<file path="src/rtl/alu_nibble_seq.sv">
// Nibble-serial ALU sequencer: walks a WIDTH-bit operation through an external
// 4-bit ALU slice, one nibble per cycle, chaining the carry for ADD/SUB.
module alu_nibble_seq #(
    parameter int WIDTH = 16
) (
    input  logic             clk,
    input  logic             rst_n,
    input  logic             start,
    input  logic [4:0]       cmd,
    input  logic [WIDTH-1:0] a,
    input  logic [WIDTH-1:0] b,
    output logic             busy,
    output logic             done,
    output logic [WIDTH-1:0] result,
    output logic             carry_out,
    output logic             err,
    output logic [3:0]       alu_d1,
    output logic [3:0]       alu_d2,
    output logic [4:0]       alu_ctrl,
    input  logic [3:0]       alu_res,
    input  logic             alu_carry
);

    localparam int NIB = WIDTH / 4;
    localparam int KW  = (NIB > 1) ? $clog2(NIB) : 1;
    localparam logic [KW-1:0] K_LAST = KW'(NIB - 1);

    localparam logic [1:0] S_IDLE = 2'd0;
    localparam logic [1:0] S_RUN  = 2'd1;
    localparam logic [1:0] S_DONE = 2'd2;

    localparam logic [4:0] CMD_ADD = 5'b00000;
    localparam logic [4:0] CMD_SUB = 5'b11000;
    localparam logic [4:0] CMD_XOR = 5'b00100;
    localparam logic [4:0] CMD_AND = 5'b00101;
    localparam logic [4:0] CMD_OR  = 5'b00110;

    function automatic logic cmd_legal(input logic [4:0] c);
        case (c)
            CMD_ADD, CMD_SUB, CMD_XOR, CMD_AND, CMD_OR: cmd_legal = 1'b1;
            default:                                    cmd_legal = 1'b0;
        endcase
    endfunction

    function automatic logic cmd_arith(input logic [4:0] c);
        cmd_arith = (c == CMD_ADD) || (c == CMD_SUB);
    endfunction

    logic [1:0]       state;
    logic [KW-1:0]    k;
    logic [WIDTH-1:0] a_lat;
    logic [WIDTH-1:0] b_lat;
    logic [4:0]       cmd_lat;
    logic             carry_q;

    always_ff @(posedge clk or negedge rst_n) begin
        if (!rst_n) begin
            state     <= S_IDLE;
            k         <= '0;
            a_lat     <= '0;
            b_lat     <= '0;
            cmd_lat   <= '0;
            carry_q   <= 1'b0;
            result    <= '0;
            carry_out <= 1'b0;
            err       <= 1'b0;
        end else begin
            case (state)
                S_IDLE: begin
                    if (start) begin
                        a_lat     <= a;
                        b_lat     <= b;
                        cmd_lat   <= cmd;
                        k         <= '0;
                        carry_q   <= 1'b0;
                        result    <= '0;
                        carry_out <= 1'b0;
                        err       <= !cmd_legal(cmd);
                        state     <= cmd_legal(cmd) ? S_RUN : S_DONE;
                    end
                end
                S_RUN: begin
                    result[{k, 2'b00} +: 4] <= alu_res;
                    carry_q                 <= alu_carry;
                    if (k == K_LAST) begin
                        // Logical ops never report a carry, whatever the slice says.
                        carry_out <= cmd_arith(cmd_lat) ? alu_carry : 1'b0;
                        state     <= S_DONE;
                    end else begin
                        k <= k + 1'b1;
                    end
                end
                S_DONE:  state <= S_IDLE;
                default: state <= S_IDLE;
            endcase
        end
    end

    assign busy = (state != S_IDLE);
    assign done = (state == S_DONE);

    always_comb begin
        alu_d1   = '0;
        alu_d2   = '0;
        alu_ctrl = '0;
        if (state == S_RUN) begin
            alu_d1        = a_lat[{k, 2'b00} +: 4];
            alu_d2        = b_lat[{k, 2'b00} +: 4];
            alu_ctrl[3:0] = cmd_lat[3:0];
            // Nibble 0 takes the command's own carry-in (1 for SUB); later nibbles chain.
            if (k == '0)
                alu_ctrl[4] = cmd_lat[4];
            else if (cmd_arith(cmd_lat))
                alu_ctrl[4] = carry_q;
        end
    end

endmodule

</file>
<file path="config.mk">
export PLATFORM = sky130hd
export DESIGN_NAME = alu_nibble_seq
export DESIGN_NICKNAME = d
export VERILOG_FILES = /design/src/rtl/alu_nibble_seq.sv
export SDC_FILE = /design/constraint.sdc
export NUM_CORES = 1
export LEC_CHECK = 0
export CAP_MARGIN = 20
export CELL_PAD_IN_SITES_DETAIL_PLACEMENT = 1
export CELL_PAD_IN_SITES_GLOBAL_PLACEMENT = 2
export CORE_MARGIN = 10
export CORE_UTILIZATION = 36
export DETAILED_ROUTE_END_ITERATION = 16
export GPL_TIMING_DRIVEN = 0
export PLACE_DENSITY_LB_ADDON = 0.1
export SETUP_SLACK_MARGIN = 0.4
export SLEW_MARGIN = 20
export SYNTH_ARGS = -nofsm -noshare
export SYNTH_HDL_FRONTEND = slang
export SYNTH_SLANG_ARGS = --single-unit
</file>
<file path="constraint.sdc">
create_clock -name clk -period 5.6 [get_ports clk]
set_clock_uncertainty 0.1 [all_clocks]
set_input_delay 1.12 -clock clk [delete_from_list [all_inputs] [get_ports clk]]
set_output_delay 1.12 -clock clk [all_outputs]
set_load 0.05 [all_outputs]
</file>
* Word-level counts from Yosys, hierarchy flattened
Cells that the tools add are included.
** Cells by class
- Muxes and demuxes :: 23
- Reductions and logical operators :: 14
- Equal/unequal tests :: 11
- Shift-type cells :: 4
- Add/subtract/negate cells :: 2
** Operators by type and width (count)
- 16-bit case mux with 2 select lines :: 1
- 16-bit by 5-bit indexed part select with 4-bit output :: 2
- 16-bit bitwise mux :: 1
- 16-bit two-way mux :: 1
- 4-bit by 6-bit variable shift with 16-bit output, first input constant :: 1
- 4-bit by 6-bit indexed part select with 16-bit output :: 1
- 5-bit by 3-bit == test with 1-bit output, second input constant :: 3
- 5-bit == test, second input constant :: 2
- 5-bit logical NOT :: 2
- 2-bit two-way mux :: 5
- 1-bit two-way mux :: 8
- 4-bit two-way mux :: 2
- 2-bit case mux with 2 select lines :: 2
- 2-bit != test, second input constant :: 3
- 4-bit negation with 6-bit output :: 1
- 2-bit AND reduction :: 3
- 3-bit AND reduction :: 2
- 5-bit two-way mux :: 1
- 5-bit OR reduction :: 1
- 2-bit == test, second input constant :: 2
- 2-bit logical NOT :: 2
- 1-bit case mux with 2 select lines :: 2
- 2-bit nonzero test :: 2
- 2-bit by 1-bit adder with 2-bit output, second input constant :: 1
- 3 further kinds :: 3
** Word-level totals
- Logic and storage cells :: 63
- Bits of input ports :: 45
- Output and inout port bits :: 33
- Bits in registers :: 60

* Logic depth before layout (Yosys ltp)
- Depth in word-level cells :: 8
- Mapped depth :: 6
- Depth with buffers taken out :: 5

* Worst setup path after synthesis
No wires, ideal clock.
- Kind :: register to output
- Start :: reg k[1]
- End :: out alu_ctrl[4]
- Stages on the path, launching flop included :: 6
- Path slack :: 2326 ps
- Buffers on the path :: 1
- Required time :: 4380 ps
- Data arrival time :: 2054 ps
- Cell sequence :: dfrtp_1 clkbuf_1 inv_1 ha_1 nand3b_1 a21oi_1
** On the way
- Cells in the longest elaborated chain, start to end :: 3
** Ends and longest elaborated chain
- start, declared :: line 50 : logic [KW-1:0] k;
- start signal, assigned :: line 90 : k <= k + 1'b1;
- 2-bit logical NOT :: line 111 : if (k == '0)
- 1-bit two-way mux :: line 111
- 5-bit two-way mux :: line 106 : if (state == S_RUN) begin
- end, declared :: line 19 : output logic [4:0] alu_ctrl,
No other way between the ends.

* Worst setup path after layout
Same ends and word-level chain as after synthesis.

==> flow_metrics.tcl <==
set metrics [dict create \
    dr_wl_met3_um 379 \
    period_needed_ns 4.088 \
    dr.max_layer_used "met4" \
    p_leak_nw 1.777 \
    final.setup.tns_ns 0 \
    r2r_slack_ns 3.29 \
    ctsLongestPathBuffers 2 \
    core_sq_um 7848 \
    die_x_um 110.4 \
    num_rows 32 \
    reg2reg_depth 5 \
    postCtsSetupBuffers 0 \
    fin_ws_ns 1.512 \
    dr.pass1.iters 4 \
    synth_edf_count 0 \
    antenna_found_initial 0 \
    drc_errors 0 \
    syn_nets 243 \
    yosysSeqAreaShare_pct 51.02 \
    ys.warnings.count 0 \
    initial_core_util_pct 37.50 \
    cp.arrival_ns 2.87 \
    end_kind "output port" \
    cts_buffers 9 \
    drt-met1-wl_um 3424 \
    wire_per_inst_um 18.19 \
    syn_to_final_growth_pct 37.58 \
    postRouteWirelength_um 7075 \
    nets 332 \
    synthArstFlopShare_pct 100.0 \
    hold_depth 2 \
    ant_nets 0 \
    critical_path_class "register to output port" \
    grt_max_degree 33 \
    start_kind "register" \
    grt.total_usage_pct 11.93 \
    r2r-start "k[1]" \
    internal_power_w 0.001230 \
    synth-seq-cells 60 \
    drt_iter0_markers 34 \
    cts.reportedPaths.clkPinSlew_ns 0.06 \
    clock-sinks 60 \
    powerDensity_nw_per_um2 462.0 \
    regToRegEndpoint "result[3]" \
    diodes 0 \
    place_ws_ns 1.788 \
    fp.dieH_um 110.4 \
    tightest_slew_ns 0.6115 \
    peakVddDrop_v 0.0001754 \
    synthMuxAreaShare_pct 25.72 \
    globalplace.congestion 0.6929 \
    synth_compound_area_share_pct 7.270 \
    seqPwrFrac_pct 35.7 \
    grt_pass1_vias 2200 \
    startpoint "k[1]" \
    min_from "carry_out" \
    grt_overflow 0 \
    syn_avg_cell_area_sq_um 15.17 \
    power.total_w 0.001871 \
    hold_class "register to register" \
    hold_buffers 0 \
    hold-worst-slack_ns 0.3787 \
    final_common_cell "clkdlybuf4s50_1" \
    cts_tree "built" \
    vias_per_cell 4.859 \
    cp.required_ns 4.38 \
    vias 1890 \
    synthAdderAreaFrac_pct 2.041 \
    maxSlewViolCount 0 \
    period_share_pct 73.01 \
    hold_violations 0 \
    synth_xor_area_share_pct 0.2976 \
    htreeDepth 3 \
    clkPwrFrac_pct 20.3 \
    synth_top_family_by_area "multiplexers" \
    synth_cells 194 \
    mostFrequentLayoutCells "clkdlybuf4s50_1, dfrtp_1, mux2_4" \
    switching_share_pct 34.24 \
    netlist_area_sq_um 2943 \
    drive_above_1_share_pct 26.83 \
    combPwrFrac_pct 44.0 \
    dp_hpwl_um 5322 \
    wl_met2_um 3211 \
    grt_pass1_wl_um 11780 \
    max_slew_margin_pct 59.23 \
    max_cap_violations 0 \
    ioPinCount 78 \
    n_fill_cell 799 \
    worstPathMaxFanout 10 \
    rsz0062_at_grt "no" \
    synthDistinctLibCells 34 \
    clock_latency_ns 0.33 \
    p_switching_w 0.0006405 \
    final_util_pct 51.59 \
    synth-simple-area-share_pct 9.779 \
    status "finished clean" \
    ys.flop_type "dfrtp_1" \
    finalSetupViolCount 0 \
    io_buffers 77 \
    cts_root_buf "clkbuf_8" \
    hold_path_end "carry_out" \
    cts_resized 0 \
    design.die.area_sq_um 12190 \
    fmax_mhz 244.6 \
]
-- registers in the layout, indices dropped and copies added (netlist names) --
register	flops
a_lat	16
b_lat	16
result	16
cmd_lat	5
k	2
state	2
carry_out	1
carry_q	1
err	1
-- cells in the mapped netlist (3+ instances only) --
library cell / number / share of area (%)
nor2_1: 3 / 0.38
mux4_2: 8 / 6.1
a21o_1: 5 / 1.3
ha_1: 4 / 1.7
inv_1: 6 / 0.77
and2_1: 4 / 0.85
nor2b_1: 8 / 1.7
mux2_4: 37 / 19
buf_8: 4 / 2.0
nand2_1: 11 / 1.4
a22o_1: 17 / 5.1
dfrtp_1: 60 / 51
-- worst max path at each step --
stage                  endpoint  cells past startpoint
finish              alu_ctrl[4]                      6
global route        alu_ctrl[4]                      6
CTS                 alu_ctrl[4]                      6
detailed placement  alu_ctrl[4]                      6
global placement      result[0]                      1
floorplan           alu_ctrl[4]                      5
-- through the flow --
step | cell area, sq um | cells
final | 4049 | 389
after floorplan | 2943 | 194
after detailed placement | 3859 | 374
after CTS | 4049 | 389
after global placement | 3841 | 373
after global routing | 4049 | 389
-- cells by family after synthesis --
kind of cell,Yosys count
compound gates,27
fa+ha+maj,5
flops,60
xor+xnor,1
buf+inv,14
mux,47
simple gates,40
-- layout make-up --
class                      count  area, sq um  area share (%)
clock buffer                  10        137.6           3.399
multi-input combinational    120         1328           32.79
buffer                         8        91.34           2.256
tap                          102        127.6           3.152
inverter                       6        22.52          0.5562
timing repair buffer          78        788.3           19.47
sequential                    60         1501           37.08
clock inverter                 5        52.55           1.298
-- power by group through the flow --
stage	sequential [W]	clock (W)	combinational, W
after floorplan	0.000691	0	0.000590
after global placement	0.000672	0	0.000823
after detailed placement	0.000676	0	0.000833
after CTS	0.000671	0.000394	0.000837
after global routing	0.000693	0.000416	0.000878
final	0.000668	0.000379	0.000824
-- per-layer routing --
metal  vias up  track usage (%)
met3         5            3.998
met4         0            4.663
li1        883                -
met1       945            15.05
met2        57            18.31
met5         -                0
-- worst max-delay path: stages (launching register included) --
cell and delay (ns):
dfrtp_1 0.36, clkbuf_1 0.49, inv_1 0.13, ha_1 0.35, nand3b_1 0.22, a21oi_1 0.16
clkdlybuf4s50_1 0.82
Note: power is estimated with default switching activity, not from simulation.
